File: config.mk
export PLATFORM = sky130hd
export DESIGN_NAME = noc_port_arbiter
export DESIGN_NICKNAME = d
export VERILOG_FILES = /design/src/rtl/noc_pkg.sv /design/src/rtl/noc_port_arbiter_rr_pick.sv /design/src/rtl/noc_port_arbiter.sv
export SDC_FILE = /design/constraint.sdc
export NUM_CORES = 1
export LEC_CHECK = 0
export BUFFER_PORTS_ARGS = -buffer_cell sky130_fd_sc_hd__buf_2
export CAP_MARGIN = 0
export CORE_AREA = 2 2 86 88
export CTS_BUF_LIST = sky130_fd_sc_hd__clkbuf_4
export DETAILED_ROUTE_END_ITERATION = 10
export DIE_AREA = 0 0 88 90
export PLACE_DENSITY = 0.83
export RECOVER_POWER = 25
export SLEW_MARGIN = 10
export SYNTH_ARGS = -nofsm -noshare
export SYNTH_HDL_FRONTEND = slang
export SYNTH_HIERARCHICAL = 1
export SYNTH_SLANG_ARGS = --single-unit
File: constraint.sdc
create_clock -name i_sclk -period 2.1 [get_ports i_sclk]
set_input_delay 0.21 -clock i_sclk [delete_from_list [all_inputs] [get_ports i_sclk]]
set_output_delay 0.21 -clock i_sclk [all_outputs]
set_load 0.05 [all_outputs]
File: src/rtl/noc_pkg.sv
// Shared NoC switch definitions: default flit width, flit header field offsets
// and the output-port arbiter state encoding.
package noc_pkg;

    localparam int DataWidthDef = 32;

    // Header fields live in the low bits of every flit.
    localparam int FlitDestLsb = 0;
    localparam int FlitDestW   = 4;
    localparam int FlitSrcLsb  = 4;
    localparam int FlitSrcW    = 4;

    typedef enum logic {
        ST_IDLE  = 1'b0,
        ST_GRANT = 1'b1
    } arbState_t;

endpackage

File: src/rtl/noc_port_arbiter_rr_pick.sv
// Combinational round-robin picker: the first set request at or after ptr
// (wrapping) wins; returns it as one-hot and as an index.
module rr_pick #(
    parameter int N    = 3,
    parameter int IdxW = $clog2(N)
) (
    input  logic [N-1:0]    req,
    input  logic [IdxW-1:0] ptr,
    output logic [N-1:0]    grant,
    output logic [IdxW-1:0] grantIdx,
    output logic            any
);

    always_comb begin
        int idx;
        grant    = '0;
        grantIdx = '0;
        any      = 1'b0;
        idx      = 0;
        for (int i = 0; i < N; i++) begin
            idx = int'(ptr) + i;
            if (idx >= N) idx = idx - N;
            if (!any && req[idx]) begin
                any         = 1'b1;
                grant[idx]  = 1'b1;
                grantIdx    = IdxW'(idx);
            end
        end
    end

endmodule

File: src/rtl/noc_port_arbiter.sv
// Burst-limited round-robin arbiter for one switch output link, feeding the
// link through a single registered output stage.
module noc_port_arbiter
    import noc_pkg::*;
#(
    parameter int DataWidth = DataWidthDef,
    parameter int NumReq    = 3,
    parameter int BurstLen  = 4
) (
    input  logic                        i_sclk,
    input  logic                        i_reset,
    input  logic [NumReq*DataWidth-1:0] i_req_data,
    input  logic [NumReq-1:0]           i_req_data_valid,
    output logic [NumReq-1:0]           o_req_data_ready,
    output logic [DataWidth-1:0]        o_data,
    output logic                        o_data_valid,
    input  logic                        i_data_ready,
    output logic [NumReq-1:0]           o_grant,
    output logic                        o_busy
);

    localparam int IdxW = $clog2(NumReq);
    localparam int CntW = $clog2(BurstLen + 1);

    logic [NumReq-1:0][DataWidth-1:0] reqData;
    arbState_t                        state;
    logic [IdxW-1:0]                  ptr;
    logic [IdxW-1:0]                  grantIdx;
    logic [CntW-1:0]                  count;
    logic [NumReq-1:0]                pickOneHot;
    logic [IdxW-1:0]                  pickIdx;
    logic                             pickAny;
    logic                             loadEn;
    logic                             holderValid;
    logic                             xfer;
    logic                             lastFlit;
    logic [IdxW-1:0]                  nextPtr;

    assign reqData     = i_req_data;
    assign loadEn      = !o_data_valid || i_data_ready;
    assign holderValid = i_req_data_valid[grantIdx];
    assign xfer        = (state == ST_GRANT) && holderValid && loadEn;
    assign lastFlit    = (count == CntW'(BurstLen - 1));
    assign nextPtr     = (grantIdx == IdxW'(NumReq - 1)) ? '0 : grantIdx + IdxW'(1);

    // o_grant is zero outside GRANT, so this also gates ready in IDLE.
    assign o_req_data_ready = loadEn ? o_grant : '0;
    assign o_busy           = (state == ST_GRANT) || o_data_valid;

    rr_pick #(
        .N    (NumReq),
        .IdxW (IdxW)
    ) uPick (
        .req      (i_req_data_valid),
        .ptr      (ptr),
        .grant    (pickOneHot),
        .grantIdx (pickIdx),
        .any      (pickAny)
    );

    always_ff @(posedge i_sclk or negedge i_reset) begin
        if (!i_reset) begin
            state    <= ST_IDLE;
            o_grant  <= '0;
            grantIdx <= '0;
            ptr      <= '0;
            count    <= '0;
        end else begin
            case (state)
                ST_IDLE: begin
                    if (pickAny) begin
                        state    <= ST_GRANT;
                        o_grant  <= pickOneHot;
                        grantIdx <= pickIdx;
                        count    <= '0;
                    end
                end
                ST_GRANT: begin
                    // Release on burst end or when the holder goes quiet;
                    // the holder then gets lowest priority.
                    if (!holderValid || (xfer && lastFlit)) begin
                        state   <= ST_IDLE;
                        o_grant <= '0;
                        ptr     <= nextPtr;
                        count   <= '0;
                    end else if (xfer) begin
                        count <= count + CntW'(1);
                    end
                end
                default: state <= ST_IDLE;
            endcase
        end
    end

    always_ff @(posedge i_sclk or negedge i_reset) begin
        if (!i_reset) begin
            o_data       <= '0;
            o_data_valid <= 1'b0;
        end else if (xfer) begin
            o_data       <= reqData[grantIdx];
            o_data_valid <= 1'b1;
        end else if (i_data_ready) begin
            o_data_valid <= 1'b0;
        end
    end

endmodule
* Word level (Yosys, flattened, before mapping)
Index checks and enable logic that the tools add are counted.
Word-level totals: flip-flop bits (word level) 44, input port bits 102, output and inout bits 40, logic and storage cells 97
Operators by class: add/subtract/negate cells 7, order comparisons 10, eq/ne operators 5, mux-type cells 45, bitwise logic cells 3, reductions and logical operators 20
Operators by type and width (count):
- $mux W32 | 4
- $ge A32 B1 Y1 const B | 3
- $lt A32 B4 Y1 const B | 3
- $bmux W32 S2 | 1
- $ge A32 B3 Y1 const B | 2
- $sub A32 B3 Y32 const B | 2
- $mux W3 | 9
- $mux W1 | 17
- $pmux W3 S2 | 2
- $bmux W1 S2 | 4
- $logic_and A1 B1 Y1 | 8
- $mux W2 | 4
- $reduce_and A2 Y1 | 4
- $demux W1 S2 | 3
- $or A3 B3 Y3 | 2
- $logic_not A1 Y1 | 4
- $add A2 B1 Y3 const B | 1
- $add A2 B2 Y3 const B | 1
- $add A3 B1 Y3 const B | 1
- $eq A3 B2 Y1 const B | 1
- $logic_or A1 B1 Y1 | 3
- $lt A2 B3 Y1 const B | 1
- $ne A3 B1 Y1 const B | 1
- $sub A2 B2 Y3 const B | 1
- other kinds (8) | 8

* Longest topological paths before layout
Gate-level depths: netlist (run 1).
depth after elaboration 14, gate-level depth with buffers 10

* Cells and area by module
The synthesis (run 1) kept the hierarchy.
Modules (own cells, without submodules):
- noc_port_arbiter | instances 1, cells each 233, area each 2620.0 sq um
- rr_pick | instances 1, cells each 52, area each 381.6 sq um

* Worst setup path before layout (run 1)
No wires, ideal clock.
path type register -> register, start point reg ptr[1], end point reg grantIdx[0], setup time 0.125 ns, arrival 1.930 ns, path slack 0.046 ns, stages on the path, launching flop included 9, path buffers 1, period minus slack after synthesis 2.054 ns, cells stage by stage dfrtp_1 -> inv_1 -> ha_1 -> buf_6 -> mux2i_4 -> mux2i_4 -> o21bai_1 -> nor2b_1 -> mux2_2
On the way: word-level cells in the longest chain between the ends 13, elaborated cells between the ends (all ways) 31, those cells by class add/sub (5); order compare (3); mux (18); reduce/logical (5)
Ends and longest elaborated chain:
- from (decl) | line noc_port_arbiter.sv:27 | logic [IdxW-1:0] ptr;
- from (signal assigned) | line noc_port_arbiter.sv:84 | ptr <= nextPtr;
- parallel branches: the longest is 11 deep, another holds $sub A32 B3 Y32
- $mux W1 (*) | line noc_port_arbiter_rr_pick.sv:23 | if (!any && req[idx]) begin
- named net pickAny | line noc_port_arbiter.sv:32 | logic pickAny;
- $reduce_and A2 Y1 (no source line) (*)
- to (signal assigned) | line noc_port_arbiter.sv:74 | grantIdx <= pickIdx;
- to (decl) | line noc_port_arbiter.sv:28 | logic [IdxW-1:0] grantIdx;
Mark *: on every way through the listed nets, which the timed path passes. The select of a mux whose other input is x is not followed. A chain may end at the register's enable or synchronous reset.

* Worst setup path in the final report (run 1)
start point reg ptr[0], end point reg count[2]
On the way: word-level cells in the longest chain between the ends 14, elaborated cells between the ends (all ways) 29, those cells by class add/sub (5); order compare (3); eq/ne (1); mux (15); reduce/logical (5)
Ends and longest elaborated chain:
- parallel branches: the longest is 11 deep, another holds $sub A32 B3 Y32
- $mux W1 (*) | line noc_port_arbiter_rr_pick.sv:23
- named net pickAny | line noc_port_arbiter.sv:32
- $ne A2 B2 Y1 (no source line) (*)
- $reduce_and A2 Y1 (no source line) (*)
- to (signal assigned) | line noc_port_arbiter.sv:87 | count <= count + CntW'(1);
- to (decl) | line noc_port_arbiter.sv:29 | logic [CntW-1:0] count;
Marks and branches as above.

==> results of run 1 <==
## registers in the layout, indices dropped and copies added, names as in the netlist
name / count
count: 3
grantIdx: 2
o_data: 32
o_data_valid: 1
o_grant: 3
ptr: 2
state: 1
## cell usage after synthesis (2+ instances only)
cell type / n / area, µm²
nor2b_1: 3 / 18.77
nand2_1: 41 / 153.9
o22ai_1: 2 / 12.51
buf_6: 6 / 67.56
nor2_1: 7 / 26.28
inv_1: 12 / 45.04
clkbuf_1: 5 / 18.77
nand3_1: 3 / 15.01
dfrtp_1: 44 / 1101
a21oi_1: 10 / 50.05
mux2i_4: 3 / 67.56
mux2i_1: 34 / 340.3
a31oi_1: 2 / 12.51
ha_1: 6 / 75.07
a32o_1: 2 / 20.02
mux2_4: 28 / 420.4
buf_2: 7 / 35.03
o21ai_0: 34 / 170.2
mux2_2: 8 / 90.09
nand2b_1: 5 / 31.28
## worst max-delay path, delay by kind of cell, from the launching register on
kind                       cells  cell delay, ns
adders and majority gates      1            0.20
muxes                          1            0.14
and+or+nand+nor                2            0.21
AOI/OAI and AO/OA              3            0.62
buffers and inverters          2            0.29
DFF                            1            0.46
## cell type report
cell class	instances	area (µm²)
fillers	616	3097
multi-input cells	210	1758
flip-flops and latches	44	1104
repair buffers	157	837.1
well taps	99	123.9
clock buffers	7	52.55
inverters	12	45.04
clock inverters	1	3.754
## cells by family (layout without fill, tap and decap cells)
| family | after synthesis | count (layout) | synth area share [%] |
|---|---|---|---|
| simple gates | 66 | 66 | 10.21 |
| buf+inv | 31 | 177 | 6.002 |
| compound gates | 65 | 65 | 14.01 |
| flops | 44 | 44 | 36.68 |
| fa+ha+maj | 6 | 6 | 2.501 |
| mux | 73 | 73 | 30.60 |
## stage by stage
step	worst slack, ns	TNS (ns)
finish	0.07600	0
global route	-0.01175	-0.02007
CTS	0.006596	0
detailed placement	-0.004696	-0.004696
floorplan	0.04579	0
global placement	0.1029	0
## power groups by stage
stage               Sequential [mW]  Clock (mW)  Combinational [mW]
global placement               1.52           0                4.34
floorplan                      2.66           0                2.37
detailed placement             1.53           0                4.47
finish                         1.53       0.412                4.52
CTS                            1.53       0.433                4.47
global route                   1.59       0.458                4.82
## routing by layer
| layer | vias up | GRT usage (%) | wire length, µm |
|---|---|---|---|
| met5 | - | 0 | 0 |
| met4 | 0 | 3.590 | 65 |
| met3 | 7 | 2.938 | 387 |
| met2 | 109 | 34.22 | 3790 |
| met1 | 1239 | 22.14 | 3054 |
| li1 | 1295 | - | - |
## final timing paths
| check | startpoint | end | slack (ns) |
|---|---|---|---|
| max reg2reg | ptr[0]$_DFFE_PN0P_ | count[2]$_DFFE_PN0P_ | 0.08 |
| max in group asynchronous | i_reset | o_data[0]$_DFFE_PN0P_ | 0.30 |
| min | i_data_ready | o_data_valid$_DFFE_PN0P_ | 0.18 |
| min reg2reg | o_data[3]$_DFFE_PN0P_ | o_data[3]$_DFFE_PN0P_ | 0.52 |
| max | ptr[0]$_DFFE_PN0P_ | count[2]$_DFFE_PN0P_ | 0.08 |
| min in group asynchronous | i_reset | state$_DFF_PN0_ | 0.62 |
## repair_timing
| action | 4_1_cts | 5_1_grt |
|---|---|---|
| endpoints found under the hold margin | 21 | 0 |
| gates resized for setup | 0 | 9 |
| hold buffers | 1 | 0 |
| endpoints found under the setup margin | 0 | 7 |
| setup buffers | 0 | 2 |
==> flow_summary_export.csv, run 1 <==
group,metric,value,unit
sta,finalSetupViolCount,0,
floorplanning,die_w,88,µm
cells_and_area,fin_nets,538,
sta,slew_viol_final,0,
hold_path,hold_depth,3,
clock_tree,cts_tree,"done",
cells_and_area,drive_gt1_share,50.58,%
cells_and_area,layout_common_cells,"buf_2, dfrtp_1, nand2_1",
power,swShare,50.50,%
sta,hold_viol_final,0,
clock_tree,cts_max_level,2,
logic_synthesis,ys.flop_type,"dfrtp_1",
clock_tree,numCtsBuffers,5,
route,wl_per_cell,13.77,µm
critical_path,ff2ff_path_depth,9,
placement,gp_congestion,0.7806,
floorplanning,ios,142,
power,finalPower,6.465,mW
global_route,grt_max_degree,36,
power,power.density,1648,nW/µm²
route,totalWireLength,7.298,mm
logic_synthesis,synth-edff-count,0,
floorplanning,dieHeight,90,µm
sta,worst_pin_slew,1.192,ns
route,dr.pass1.iters,4,
hold_path,worstHoldPathType,"in2reg",
logic_synthesis,yosys_warnings,6,
sta,max_slew_margin,20.54,%
critical_path,cp.required,2.34,ns
power,p_switching,3.265,mW
route,drt_iter0_markers,158,
power,vdd_drop_max,770.7,µV
placement,dp.cells,519,
floorplanning,num_rows,31,
cells_and_area,layout_commonest_cell,"buf_2",
power,power_frac_comb,69.9,%
job,drv_cap,0,
logic_synthesis,syn_area,3002,µm²
critical_path,crit_type,"reg2reg",
placement,dp_hpwl,5.537,mm
logic_synthesis,synth_cell_type_count,43,
logic_synthesis,synth_nets,393,
route,ant_nets,0,
placement,port_buffers,141,
logic_synthesis,synth-seq-cells,44,
global_route,grt-ovfl-total,0,
cells_and_area,fin_util,55.89,%
floorplanning,dieArea,7920,µm²
route,drc,0,
critical_path,critPathLaunchType,"register",
sta,fin_crit_sh,96.38,%
cells_and_area,stdcell_count,530,
sta,whs,0.1768,ns
route,via_count,2650,
critical_path,crit_fanout,4,
clock_tree,cts_root_buffer,"clkbuf_4",
floorplanning,start_util,42.76,%
critical_path,cpMostUsedCell,"buf_4",
cells_and_area,fin_area,3924,µm²
critical_path,arrival,2.27,ns
logic_synthesis,synthCells,285,
global_route,grt_pass1_wl,11.79,mm
cells_and_area,diodes,0,
global_route,track_usage,18.48,%
critical_path,cp_cell_sequence,"buf_4, ha_1, nand2b_4, mux2i_4, o21bai_1, buf_4, nor2_1, a41o_1, a32o_1",
sta,layout_min_cycle_time,2.024,ns
clock_tree,clock_sinks,44,
sta,max_freq,494.1,MHz
critical_path,worstSetupEndpointType,"register",
power,p_clk_share,6.4,%
logic_synthesis,avgSynthCellArea,10.53,µm²
power,p_leak,1.952,nW
power,seq_power_share,23.7,%
logic_synthesis,ys_seq_area_share,36.68,%
critical_path,cpPeakStageDelay,0.46,ns
placement,place_area,3815,µm²
run_status,status,"completed",
critical_path,crit_path_top_delay_cell,"dfrtp_2",
global_route,grt_pass1_vias,2608,
global_route,grt_antenna_before_repair,0,
clock_tree,clockBufferDepth,2,
power,internal_power,3.200,mW
sta,fin_skew,0.005109,ns
floorplanning,core-area,7020,µm²
logic_synthesis,async_flop_share,100.0,%
clock_tree,clock_latency,0.34,ns
clock_tree,clkTransAtPathRegs,0.12,ns
cells_and_area,areaGrowthSynthToFinish,30.72,%
route,avgViaCountPerCell,5.000,
(Power assumes the default switching activity.)
==> run 2, diff against run 1 <==
--- a/config.mk
+++ b/config.mk
@@ -7,10 +7,10 @@
 export LEC_CHECK = 0
 export BUFFER_PORTS_ARGS = -buffer_cell sky130_fd_sc_hd__buf_2
 export CAP_MARGIN = 0
-export CORE_AREA = 2 2 86 88
+export CORE_AREA = 2 2 77 98
 export CTS_BUF_LIST = sky130_fd_sc_hd__clkbuf_4
 export DETAILED_ROUTE_END_ITERATION = 10
-export DIE_AREA = 0 0 88 90
+export DIE_AREA = 0 0 79 100
 export PLACE_DENSITY = 0.83
 export RECOVER_POWER = 25
 export SLEW_MARGIN = 10
==> flow_summary_export.csv, run 2 (synthesis results as in run 1) <==
group,metric,value,unit
run_status,status,"completed",
route,totalWireLength,7.699,mm
cells_and_area,areaGrowthSynthToFinish,30.60,%
global_route,track_usage,19.14,%
sta,max_freq,504.8,MHz
floorplanning,core-area,7094,µm²
sta,totalNegativeSetupSlack,0,ns
critical_path,arrival,2.25,ns
sta,max_slew_margin,19.50,%
placement,gp_congestion,0.8497,
power,swShare,50.15,%
clock_tree,cts_max_level,2,
placement,dp_worst_setup_slack,-0.01130,ns
global_route,grt_antenna_before_repair,0,
floorplanning,dieHeight,100,µm
cells_and_area,drive_gt1_share,49.77,%
global_route,grt_max_degree,33,
placement,place_area,3809,µm²
cells_and_area,diodes,0,
route,avgViaCountPerCell,5.121,
sta,fin_crit_sh,94.32,%
clock_tree,cts_root_buffer,"clkbuf_4",
placement,dp_hpwl,5.813,mm
cells_and_area,fill_cells,650,
route,wl_per_cell,14.75,µm
cells_and_area,fin_nets,537,
route,ant_nets,0,
cells_and_area,fin_area,3920,µm²
power,internal_power,3.282,mW
critical_path,crit_type,"reg2reg",
clock_tree,cts_tree,"done",
route,drc,0,
global_route,grt_pass1_vias,2582,
power,finalPower,6.583,mW
power,p_switching,3.301,mW
route,via_count,2673,
route,drt_iter0_markers,105,
sta,slew_viol_final,0,
floorplanning,num_rows,35,
power,vdd_drop_max,690.2,µV
cells_and_area,reg_top3,"o_data x32, count x3, o_grant x3",
clock_tree,clkTransAtPathRegs,0.13,ns
critical_path,worstSetupEndpointType,"register",
sta,layout_min_cycle_time,1.981,ns
sta,setup_slack,0.1192,ns
critical_path,cp.required,2.37,ns
power,p_clk_share,8.0,%
power,power_frac_comb,68.6,%
clock_tree,clock_sinks,44,
global_route,grt_pass1_wl,12.06,mm
power,p_leak,1.960,nW
job,drv_cap,0,
cells_and_area,fin_util,55.26,%
cells_and_area,largest_register,"o_data",
sta,finalSetupViolCount,0,
sta,worst_pin_slew,1.208,ns
power,power.density,1679,nW/µm²
clock_tree,numCtsBuffers,5,
clock_tree,clockBufferDepth,2,
sta,fin_skew,0.006918,ns
floorplanning,ios,142,
placement,port_buffers,141,
sta,hold_viol_final,0,
cells_and_area,largest_register_ffs,32,
hold_path,worstHoldPathType,"in2reg",
global_route,grt-ovfl-total,0,
route,dr.pass1.iters,4,
critical_path,crit_fanout,6,
cells_and_area,layout_common_cells,"buf_2, dfrtp_1, nand2_1",
cells_and_area,layout_commonest_cell,"buf_2",
floorplanning,dieArea,7900,µm²
power,seq_power_share,23.4,%
critical_path,critPathLaunchType,"register",
floorplanning,start_util,42.31,%
clock_tree,clock_latency,0.35,ns
floorplanning,die_w,79,µm
## run 2: worst max-delay path, stage by stage, from the launching register on
cell	delay, ns
dfrtp_2	0.43
inv_1	0.07
ha_1	0.37
buf_4	0.17
inv_1	0.07
a21oi_1	0.19
o211ai_1	0.15
a21oi_1	0.28
nand2_1	0.09
o21ai_0	0.08
## run 2: layout make-up
cell class	instances	area, µm²	area share, %
clock buffers	6	45.04	1.149
clock inverters	2	35.03	0.8937
inverters	12	45.04	1.149
multi-input cells	210	1747	44.56
flip-flops and latches	44	1104	28.15
well taps	92	115.1	2.936
repair buffers	156	829.5	21.16
## run 2: per-layer routing
layer / vias to the layer above / global-route usage [%] / part of all wire, %
met1: 1259 / 22.46 / 41
met4: 0 / 5.305 / 1.6
met2: 109 / 35.53 / 51
met3: 9 / 3.327 / 6.5
li1: 1296 / - / -
met5: - / 0 / 0
## run 2: through the flow
step,hold slack (ns),instances
2_1_floorplan,-0.08559,285
3_3_place_gp,0.1913,513
3_5_place_dp,0.2060,513
4_1_cts,0.1754,522
5_1_grt,0.1909,522
6_report,0.1955,522
## run 2: path summary, 6_finish.rpt
path | to | startpoint | slack (ns) | depth (start not counted)
worst max-delay path | o_grant[1]$_DFFE_PN0P_ | ptr[0]$_DFFE_PN0P_ | 0.12 | 9
worst min-delay path | o_data[12]$_DFFE_PN0P_ | i_req_data[44] | 0.20 | 4
worst max register to register | o_grant[1]$_DFFE_PN0P_ | ptr[0]$_DFFE_PN0P_ | 0.12 | 9
worst min register to register | o_data[1]$_DFFE_PN0P_ | o_data[1]$_DFFE_PN0P_ | 0.52 | 1
max in group asynchronous | o_data[22]$_DFFE_PN0P_ | i_reset | 0.33 | 3
min in group asynchronous | o_data[4]$_DFFE_PN0P_ | i_reset | 0.63 | 2
## run 2: power by group through the flow
stage,Sequential (mW),Combinational [mW],Clock [mW]
after detailed placement,1.55,4.45,0
after floorplan,2.66,2.37,0
after global routing,1.60,4.80,0.574
final,1.54,4.51,0.527
after global placement,1.52,4.37,0
after CTS,1.53,4.48,0.548
## run 2: repair_timing
action	CTS	global route
buffers inserted	0	0
setup endpoints to repair	3	7
hold buffers	1	0
pin swaps	0	0
gates resized for setup	2	4
endpoints found under the hold margin	21	0
